[src/rtl/pipeline_hazard_controller.sv]
// Stage enables, flushes, forwarding and memory watchdog for the 5-stage core.
// Optional: `define FORWARDING_EN for EX/MEM and MEM/WB operand forwarding.
module pipeline_hazard_controller #(
  parameter int TIMEOUT = 16,
  parameter int CNT_W   = 16
) (
  input  logic             clk,
  input  logic             reset,
  input  logic [4:0]       id_rs1,
  input  logic [4:0]       id_rs2,
  input  logic             id_uses_rs1,
  input  logic             id_uses_rs2,
  input  logic [4:0]       ex_rs1,
  input  logic [4:0]       ex_rs2,
  input  logic [4:0]       ex_rd,
  input  logic             ex_reg_write,
  input  logic             ex_mem_read,
  input  logic [4:0]       mem_rd,
  input  logic             mem_reg_write,
  input  logic [4:0]       wb_rd,
  input  logic             wb_reg_write,
  input  logic             ex_branch_taken,
  input  logic             dmem_req,
  input  logic             dmem_ready,
  output logic             pc_en,
  output logic             if_id_en,
  output logic             id_ex_en,
  output logic             ex_mem_en,
  output logic             if_id_flush,
  output logic             id_ex_flush,
  output logic             mem_wb_flush,
  output logic [1:0]       forward_a,
  output logic [1:0]       forward_b,
  output logic             mem_timeout,
  output logic [1:0]       ctrl_state,
  output logic [CNT_W-1:0] stall_count,
  output logic [CNT_W-1:0] flush_count
);

  localparam int TW = (TIMEOUT > 0) ? $clog2(TIMEOUT + 1) : 1;

  typedef enum logic [1:0] {
    RUN      = 2'b00,
    MEM_WAIT = 2'b01,
    HALT     = 2'b10
  } state_t;

  state_t        state, state_d;
  logic [TW-1:0] timer, timer_d;
  logic          timeout_d;
  logic          stall_inc, flush_inc;
  logic          freeze, raw;
  logic [1:0]    fwd_a, fwd_b;

  function automatic logic hit(
    input logic [4:0] src,
    input logic       used,
    input logic [4:0] rd,
    input logic       we
  );
    return used && we && (rd != 5'd0) && (src == rd);
  endfunction

`ifdef FORWARDING_EN
  // Only a load in EX cannot be bypassed in time.
  assign raw = ex_mem_read &&
    (hit(id_rs1, id_uses_rs1, ex_rd, ex_reg_write) ||
     hit(id_rs2, id_uses_rs2, ex_rd, ex_reg_write));

  always_comb begin
    fwd_a = 2'b00;
    fwd_b = 2'b00;
    if (hit(ex_rs1, 1'b1, mem_rd, mem_reg_write))
      fwd_a = 2'b10;
    else if (hit(ex_rs1, 1'b1, wb_rd, wb_reg_write))
      fwd_a = 2'b01;
    if (hit(ex_rs2, 1'b1, mem_rd, mem_reg_write))
      fwd_b = 2'b10;
    else if (hit(ex_rs2, 1'b1, wb_rd, wb_reg_write))
      fwd_b = 2'b01;
  end
`else
  // WB producers are covered by the write-first register bank.
  assign raw =
    hit(id_rs1, id_uses_rs1, ex_rd, ex_reg_write) ||
    hit(id_rs2, id_uses_rs2, ex_rd, ex_reg_write) ||
    hit(id_rs1, id_uses_rs1, mem_rd, mem_reg_write) ||
    hit(id_rs2, id_uses_rs2, mem_rd, mem_reg_write);
  assign fwd_a = 2'b00;
  assign fwd_b = 2'b00;

  logic unused_nofwd;
  assign unused_nofwd =
    ^{ex_rs1, ex_rs2, wb_rd, wb_reg_write, ex_mem_read};
`endif

  always_comb begin
    pc_en        = 1'b0;
    if_id_en     = 1'b0;
    id_ex_en     = 1'b0;
    ex_mem_en    = 1'b0;
    if_id_flush  = 1'b0;
    id_ex_flush  = 1'b0;
    mem_wb_flush = 1'b0;
    forward_a    = 2'b00;
    forward_b    = 2'b00;
    state_d      = state;
    timer_d      = timer;
    timeout_d    = mem_timeout;
    stall_inc    = 1'b0;
    flush_inc    = 1'b0;
    freeze = (state == RUN) ? (dmem_req && !dmem_ready)
                            : !dmem_ready;
    case (state)
      RUN, MEM_WAIT: begin
        if (freeze) begin
          mem_wb_flush = 1'b1;
          stall_inc    = 1'b1;
          if (state == RUN) begin
            state_d = MEM_WAIT;
            timer_d = TW'(1);
          end else if (TIMEOUT != 0 &&
                       timer == TW'(TIMEOUT)) begin
            state_d   = HALT;
            timeout_d = 1'b1;
          end else begin
            timer_d = timer + TW'(1);
          end
        end else begin
          state_d   = RUN;
          timer_d   = '0;
          forward_a = fwd_a;
          forward_b = fwd_b;
          pc_en     = 1'b1;
          if_id_en  = 1'b1;
          id_ex_en  = 1'b1;
          ex_mem_en = 1'b1;
          // A taken branch squashes the would-be stalled instruction.
          if (ex_branch_taken) begin
            if_id_flush = 1'b1;
            id_ex_flush = 1'b1;
            flush_inc   = 1'b1;
          end else if (raw) begin
            pc_en       = 1'b0;
            if_id_en    = 1'b0;
            id_ex_flush = 1'b1;
            stall_inc   = 1'b1;
          end
        end
      end
      default: begin
        if_id_flush  = 1'b1;
        id_ex_flush  = 1'b1;
        mem_wb_flush = 1'b1;
      end
    endcase
    if (!reset) begin
      pc_en        = 1'b0;
      if_id_en     = 1'b0;
      id_ex_en     = 1'b0;
      ex_mem_en    = 1'b0;
      if_id_flush  = 1'b1;
      id_ex_flush  = 1'b1;
      mem_wb_flush = 1'b1;
      forward_a    = 2'b00;
      forward_b    = 2'b00;
    end
  end

  always_ff @(posedge clk or negedge reset) begin
    if (!reset) begin
      state       <= RUN;
      timer       <= '0;
      mem_timeout <= 1'b0;
      stall_count <= '0;
      flush_count <= '0;
    end else begin
      state       <= state_d;
      timer       <= timer_d;
      mem_timeout <= timeout_d;
      if (stall_inc && stall_count != '1)
        stall_count <= stall_count + CNT_W'(1);
      if (flush_inc && flush_count != '1)
        flush_count <= flush_count + CNT_W'(1);
    end
  end

  assign ctrl_state = state;

endmodule

[config.mk]
export PLATFORM = sky130hd
export DESIGN_NAME = pipeline_hazard_controller
export DESIGN_NICKNAME = d
export VERILOG_FILES = /design/src/rtl/pipeline_hazard_controller.sv
export SDC_FILE = /design/constraint.sdc
export NUM_CORES = 1
export LEC_CHECK = 0
export CORE_MARGIN = 1
export CORE_UTILIZATION = 44
export DETAILED_ROUTE_END_ITERATION = 12
export PLACE_DENSITY_LB_ADDON = 0.1
export REMOVE_ABC_BUFFERS = 1
export SLEW_MARGIN = 40
export SYNTH_ARGS = -nofsm -noshare
export SYNTH_HDL_FRONTEND = slang
export SYNTH_SLANG_ARGS = --single-unit
[constraint.sdc]
create_clock -name clk -period 3.6 [get_ports clk]
set_input_delay 1.08 -clock clk [delete_from_list [all_inputs] [get_ports clk]]
set_output_delay 1.08 -clock clk [all_outputs]
set_load 0.005 [all_outputs]
* Word level (Yosys, flattened, before mapping)
Index checks and enable logic that the tools add are counted.
** Storage, ports and cells
- Bits of input ports :: 46
- Bits in registers :: 40
- Output and inout port bits :: 46
- Word-level logic and storage cells :: 76
** Cells by class
- Bitwise operators :: 1
- Equal/unequal tests :: 10
- Mux-type cells :: 31
- Reductions and logical operators :: 26
- Add/sub/neg operators :: 3
** Operators with widths (number)
- 16-bit by 1-bit adder with 16-bit output (second input constant) :: 2
- 16-bit inequality test (second input constant) :: 2
- 1-bit two-way mux :: 25
- 5-bit == test :: 4
- 1-bit logical AND :: 15
- 5-bit two-way mux :: 3
- 5-bit nonzero test :: 2
- 2-bit two-way mux :: 3
- 5-bit by 1-bit adder with 5-bit output (second input constant) :: 1
- 5-bit == test (second input constant) :: 1
- 2-bit AND reduction :: 2
- 4-bit AND reduction :: 1
- 1-bit logical OR :: 3
- 3-bit by 1-bit inequality test with 1-bit output (second input constant) :: 1
- 3-bit inequality test (second input constant) :: 1
- 2-bit by 1-bit == test with 1-bit output (second input constant) :: 1
- 2-bit zero test :: 1
- 2-bit OR reduction :: 1
- 1-bit zero test :: 1
- 1-bit NOT :: 1

* Logic depth before layout (Yosys ltp)
Gate-level depths: netlist of the first run.
- Depth after elaboration :: 11
- Mapped depth :: 7
- Depth with buffers taken out :: 7

* Worst setup path before layout of the first run
No wires, ideal clock.
- Path type :: input to output
- Start :: input port mem_rd[0]
- End :: output port pc_en
- Stages :: 6
- Path buffers :: 1
- Setup slack :: 0.219 ns
- Data arrival time :: 2.301 ns
- Required time :: 2.520 ns
- Cells stage by stage :: or4_1 o21a_1 a22oi_1 nor2_1 nor2_1 buf_4
** Between the ends
- Word-level cells in the longest chain between the ends :: 10
- Elaborated cells between the ends (all ways) :: 14
** Ends and longest elaborated chain
- from (decl) :: RTL line 18 : input logic [4:0] mem_rd,
- 5-bit nonzero test :: RTL line 61 : return used && we && (rd != 5'd0) && (src == rd);
- 1-bit logical AND (2 in series) :: RTL line 61
- 1-bit logical OR :: RTL line 86 : hit(id_rs2, id_uses_rs2, ex_rd, ex_reg_write) ||
- 1-bit logical OR * :: RTL line 87 : hit(id_rs1, id_uses_rs1, mem_rd, mem_reg_write) ||
- 1-bit two-way mux * (5 in series)
- to (decl) :: RTL line 25 : output logic pc_en,
Mark *: on every way between the ends. The rest lies on a longest branch, timed or not.

* Worst setup path in the final report of the first run
- Start :: input port dmem_req
- End :: output port ex_mem_en
** Between the ends
- Word-level cells in the longest chain between the ends :: 5
** Ends and longest elaborated chain
- from (decl) :: RTL line 23 : input logic dmem_req,
- 1-bit logical AND :: RTL line 112 : freeze = (state == RUN) ? (dmem_req && !dmem_ready)
- 1-bit two-way mux :: RTL line 112
- 1-bit two-way mux :: RTL line 116 : if (freeze) begin
- 1-bit two-way mux :: RTL line 114 : case (state)
- 1-bit two-way mux :: RTL line 157 : if (!reset) begin
- to (decl) :: RTL line 28 : output logic ex_mem_en,
No other way between the ends.

==> run_results.csv, run 1 <==
group,metric,value,unit
power,p_seq_share,45.3,%
layout,layout-area-overhead-vs-synth,42.6,%
placed_design,place_inst,407,
setup_path,path_cells,"clkdlybuf4s50_1, nand2b_1, and2_4, nand3b_1, inv_2, clkdlybuf4s50_1",
global_route,met3_usage,4.31,%
run,cap_violations,0,
layout,final_cell_mix,"43 x clkdlybuf4s50_1, 40 x dfrtp_1, 29 x buf_4",
yosys,netlist_area,0.00241,mm2
layout,fin_nets,398,
yosys,synth_top_area_share,41.6,%
sta,hold_violations,0,
yosys,ys_seq_area_share,41.6,%
setup_path,end_kind,"output pin",
global_route,grt_pass1_vias,2132,
clock_tree,cts_inserted_buffers,5,
power,cellPowerDensity,413,mW/mm2
setup_path,cp_num_buf_inv,3,
die,core,0.00520,mm2
setup_path,critical_path_class,"in2out",
clock_tree,clk_latency,0.29,ns
clock_tree,clockBufferDepth,2,
setup_path,worstPathRequired,2.52,ns
die,die_height,76.0,um
power,pwr-share-comb,33.9,%
drt,first_iter_violations,69,
layout,final_cells,419,
die,rows,26,
layout,utilization,66.0,%
yosys,ys_dominant_reg_cell,"dfrtp_1",
yosys,yosysTopAreaCell,"dfrtp_1",
clock_tree,path_clk_slew,0.08,ns
global_route,busiest_layer,"met2",
setup_path,cp-start-kind,"primary input",
placed_design,dp_hpwl,3.97,mm
layout,layout-drive-gt1-share,20.6,%
global_route,grt_max_degree,41,
setup_path,cp_top_family,"buffers and inverters",
min_path,min_path_type,"reg2reg",
yosys,synth_warnings,0,
drt,ant_nets,0,
power,swShare,31.2,%
die,start_util,46.3,%
sta,setup_viol,0,
layout,regArea,0.00100,mm2
global_route,grt_overflow_total,0,
sta,skew,0.0115,ns
global_route,grt_usage,19.7,%
sta,maxSlewHeadroom,55.5,%
sta,fmax,283,MHz
setup_path,cp.arrival,2.45,ns
drt,drc,0,
drt,wl_per_cell,12.9,um
global_route,antenna_found_initial,0,
die,ioPinCount,92,
global_route,grt.met2_usage,35.3,%
setup_path,cp_max_fo,3,
placed_design,gp_congestion,0.803,
yosys,synthTopCellsByArea,"dfrtp_1 42%, xnor2_1 9.8%, xor2_1 5.8%",
power,p_sw,442,uW
sta,post-route-period-util,98.1,%
clock_tree,cts-root-buf,"clkbuf_8",
yosys,synth-edff-count,0,
drt,dr.pass1.iters,4,
yosys,syn_inst,250,
layout,final_common_cell,"clkdlybuf4s50_1",
clock_tree,htree_levels,2,
die,dieArea,0.00577,mm2
drt,routed_wl,5.39,mm
power,peakVddDrop,0.376,mV
sta,min_period,3.53,ns
drt,num_vias,2102,
placed_design,portBuffers,70,
layout,multi_input_area,0.00133,mm2
clock_tree,cts.sinks,40,
power,pwr-share-clk,20.8,%
clock_tree,cts_tree,"done",
global_route,grt_pass1_wl,9.31,mm
yosys,ys_ff_latch,40,
layout,diodes,0,
sta,holdWs,0.488,ns
die,die_w,76.0,um
yosys,synthDistinctLibCells,45,
run_status,status,"complete, no violations",
drt,via_per_inst,5.02,
sta,worstMarginPinSlew,0.658,ns
setup_path,critPathMaxStageDelay,0.49,ns
setup_path,cpMostUsedCell,"clkdlybuf4s50_1",
global_route,gr-usage-met1,24.0,%
power,p_leak,1.56,nW
yosys,postSynthAreaPerCell,9.63,um2
yosys,async_reset_ff_share,100,%
power,intPower,977,uW
setup_path,cpMaxStageDelayCell,"clkdlybuf4s50_1",
sta,maxSlewViolCount,0,
layout,fill_cells,456,
[per-stage QoR]
| step | setup TNS (ns) | total power, mW | setup WS [ns] | instance area (um2) |
|---|---|---|---|---|
| after floorplan | 0 | 0.832 | 0.324 | 2350 |
| after global placement | -2.43 | 1.12 | -0.651 | 3320 |
| after detailed placement | -2.48 | 1.13 | -0.673 | 3320 |
| after CTS | 0 | 1.43 | 0.000305 | 3410 |
| after global routing | -0.00359 | 1.52 | -0.00359 | 3430 |
| final | 0 | 1.42 | 0.0693 | 3430 |
[sequential cells by signal (all words and copies together), names as in the netlist]
register / count
stall_count: 16
mem_timeout: 1
timer: 5
ctrl_state: 2
flush_count: 16
[repair_timing]
| action | 4_1_cts | 5_1_grt |
|---|---|---|
| pin swaps | 9 | 14 |
| setup buffers | 2 | 2 |
| gates resized for setup | 43 | 17 |
| endpoints found under the setup margin | 7 | 5 |
| hold buffers | 0 | 0 |
| endpoints found under the hold margin | 0 | 0 |
[worst reg2reg max path: cells and delay by family, from the launching register on]
| kind | cells | cell delay, ns |
|---|---|---|
| simple gates | 4 | 1.02 |
| flops | 1 | 0.42 |
| compound gates | 1 | 0.25 |
| fa+ha+maj | 1 | 0.22 |
| xor+xnor | 1 | 0.17 |
[final cells by class]
| class | instances | share of cell area, % |
|---|---|---|
| timing repair buffer | 99 | 25.5 |
| tap | 70 | 2.55 |
| clock inverter | 3 | 0.546 |
| clock buffer | 5 | 2.00 |
| sequential | 40 | 29.1 |
| multi-input combinational | 187 | 38.6 |
| inverter | 15 | 1.64 |
[final timing paths]
| kind | startpoint | endpoint | slack, ns | cells past startpoint |
|---|---|---|---|---|
| min in group asynchronous | reset | ctrl_state[0] | 0.90 | 2 |
| max in group asynchronous | reset | stall_count[1] | 2.33 | 2 |
| setup reg to reg | stall_count[0] | stall_count[15] | 1.45 | 7 |
| hold reg to reg | mem_timeout | mem_timeout | 0.49 | 1 |
| hold / removal | mem_timeout | mem_timeout | 0.49 | 1 |
| setup / recovery | dmem_req | ex_mem_en | 0.07 | 6 |
[cells by family after synthesis]
logic type	after synthesis	share of synthesized area, %
and+or+nand+nor	88	18.8
xor gates and xnor gates	43	15.6
AOI/OAI and AO/OA	41	12.4
DFF	40	41.6
buffers and inverters	26	5.30
muxes	7	4.05
adders and majority gates	4	2.08
other	1	0.156
[power by group through the flow]
stage / combinational [mW] / sequential [mW] / clock [mW]
after floorplan: 0.191 / 0.641 / 0
after CTS: 0.484 / 0.643 / 0.307
after detailed placement: 0.485 / 0.649 / 0
final: 0.481 / 0.643 / 0.295
after global placement: 0.474 / 0.648 / 0
after global routing: 0.530 / 0.661 / 0.324
[cell usage after synthesis, types with 2 or more instances]
master     number
a2111oi_0       4
a211oi_1        3
a21oi_1         7
a21oi_2         3
a31oi_1         2
and2_0          2
and2_1          4
and3_1          6
buf_4           6
clkbuf_1        3
dfrtp_1        40
ha_1            4
inv_1          15
mux2_4          5
nand2_1        22
nand2b_1        2
nand3_1        15
nand3b_1        3
nand4_1         8
nor2_1         13
o21a_1          2
o21ai_0         6
o21bai_1        3
o22ai_1         2
o31ai_1         3
or2_2           4
or3_1           3
or4_1           2
xnor2_1        27
xor2_1         16
[metal layers]
layer,vias to the layer above,part of all wire [%]
li1,1048,-
met1,999,46
met2,53,49
met3,2,4.2
met4,0,0.35
met5,-,0
No activity file was read; power rests on OpenSTA's default activity.
==> inputs of run 2 (changes only) <==
--- a/config.mk
+++ b/config.mk
@@ -6,7 +6,7 @@
 export NUM_CORES = 1
 export LEC_CHECK = 0
 export CORE_MARGIN = 1
-export CORE_UTILIZATION = 44
+export CORE_UTILIZATION = 35
 export DETAILED_ROUTE_END_ITERATION = 12
 export PLACE_DENSITY_LB_ADDON = 0.1
 export REMOVE_ABC_BUFFERS = 1
==> run_results.csv, run 2 (synthesized netlist as in run 1, its figures left out) <==
group,metric,value,unit
layout,fill_cells,604,
clock_tree,htree_levels,2,
drt,num_vias,2120,
layout,final_cell_mix,"41 x clkdlybuf4s50_1, 40 x dfrtp_1, 34 x buf_4",
setup_path,reg2reg_depth,7,
run,cap_violations,0,
global_route,grt_usage,16.8,%
setup_path,cp.arrival,2.46,ns
run_status,status,"finished with violations",
sta,hold_violations,0,
sta,post-route-period-util,98.2,%
clock_tree,cts_inserted_buffers,5,
power,cellPowerDensity,430,mW/mm2
layout,diodes,0,
sta,min_period,3.54,ns
global_route,grt_overflow_total,0,
clock_tree,cts-root-buf,"clkbuf_8",
clock_tree,clk_latency,0.30,ns
die,die_height,85.0,um
clock_tree,cts.sinks,40,
min_path,min_path_type,"reg2reg",
clock_tree,clockBufferDepth,2,
sta,maxSlewViolCount,0,
drt,first_iter_violations,62,
min_path,min_path_cells,1,
global_route,grt_max_degree,41,
sta,skew,0.0114,ns
clock_tree,cts_hold_buffers,0,
layout,layout-area-overhead-vs-synth,46.8,%
sta,rsz0062_at_grt,"true",
setup_path,cpMostUsedCell,"nor2_1",
clock_tree,path_clk_slew,0.08,ns
drt,ant_nets,0,
layout,utilization,54.4,%
placed_design,portBuffers,70,
sta,maxSlewHeadroom,52.9,%
setup_path,cp.depth,7,
drt,via_per_inst,4.91,
die,die_w,85.0,um
global_route,grt_pass1_wl,9.76,mm
layout,final_common_cell,"clkdlybuf4s50_1",
setup_path,cp_top_family,"simple AND/OR/NAND/NOR gates",
placed_design,gp_congestion,0.745,
setup_path,critical_path_class,"in2out",
setup_path,cp_num_buf_inv,2,
die,core,0.00649,mm2
layout,biggestRegsByFlops,"flush_count (16), stall_count (16), timer (5)",
sta,fmax,283,MHz
die,start_util,37.1,%
drt,wl_per_cell,12.8,um
die,ioPinCount,92,
run_status,failed_checks,"DRC",
sta,worstMarginPinSlew,0.697,ns
layout,fin_nets,404,
die,rows,29,
clock_tree,cts_tree,"done",
drt,drc,4,
setup_path,cp_max_fo,2,
setup_path,path_cells,"clkdlybuf4s15_1, or4_1, o21a_1, a22oi_2, nor2_1, nor2_1, buf_2",
setup_path,worstPathRequired,2.52,ns
power,p_leak,1.58,nW
placed_design,dp_hpwl,4.08,mm
die,dieArea,0.00722,mm2
layout,layout-drive-gt1-share,20.3,%
power,peakVddDrop,0.292,mV
setup_path,critPathMaxStageDelay,0.51,ns
global_route,grt_pass1_vias,2108,
sta,setup_viol,0,
drt,routed_wl,5.54,mm
setup_path,cp-start-kind,"primary input",
drt,dr.pass1.iters,9,
setup_path,end_kind,"output pin",
global_route,antenna_found_initial,0,
setup_path,cpMaxStageDelayCell,"or4_1",
sta,finalSetupTns,0,ns
[run 2: cell count changes in the layout (fill, tap and decap cells not counted), moves of 2 or more]
| cell | delta |
|---|---|
| dlymetal6s2s_1 | -4 |
| clkdlybuf4s50_1 | -2 |
| buf_4 | +5 |
| clkdlybuf4s15_1 | +2 |
| clkinv_2 | -2 |
| dlygate4sd2_1 | +7 |
| clkbuf_2 | -3 |
[run 2: repair_timing]
action	CTS	global route
buffers inserted	9	2
pin swaps	11	8
endpoints found under the setup margin	7	5
gates resized for setup	52	5
cloned	0	0
endpoints found under the hold margin	0	0
[run 2: final cells by class]
type	instances	area (um2)	share of cell area, %
Tap cell	77	96.3	2.73
Timing Repair Buffer	105	930	26.3
Multi-Input combinational cell	187	1330	37.6
Clock buffer	6	82.6	2.34
Inverter	15	56.3	1.59
Sequential cell	40	1000	28.3
Clock inverter	2	38.8	1.10
[run 2: stage by stage]
stage	instance area, um2	instances	setup WS (ns)	hold slack, ns	power (mW)
finish	3530	432	0.0645	0.485	1.52
global route	3530	432	-0.0310	0.519	1.63
CTS	3500	430	0.00713	0.490	1.54
detailed placement	3330	413	-0.741	0.467	1.14
global placement	3330	413	-0.704	0.463	1.13
floorplan	2350	242	0.324	0.440	0.832
[run 2: final timing paths]
check	slack, ns	start	end
worst max register to register	1.45	stall_count[0]	stall_count[15]
worst max-delay path	0.06	mem_rd[2]	pc_en
max in group asynchronous	2.34	reset	stall_count[11]
min in group asynchronous	0.89	reset	timer[2]
worst min register to register	0.49	mem_timeout	mem_timeout
worst min-delay path	0.49	mem_timeout	mem_timeout
[run 2: metal layers]
layer	vias up	share of wire, %	global-route usage (%)
li1	1061	-	-
met1	1019	48	21.5
met2	38	47	28.4
met3	2	4.1	4.28
met4	0	0.52	3.85
met5	-	0	0
[run 2: worst register-to-register path, delay by kind of cell, from the launching register on]
family	cells	cell delay, ns
xor+xnor	1	0.16
fa+ha+maj	1	0.23
flops	1	0.42
simple gates	4	1.05
compound gates	1	0.22
[run 2: power by group]
group          leakage, nW  switching [mW]  internal (mW)
Clock               0.0614           0.164          0.227
Combinational         1.01           0.177          0.308
Sequential           0.514           0.105          0.538
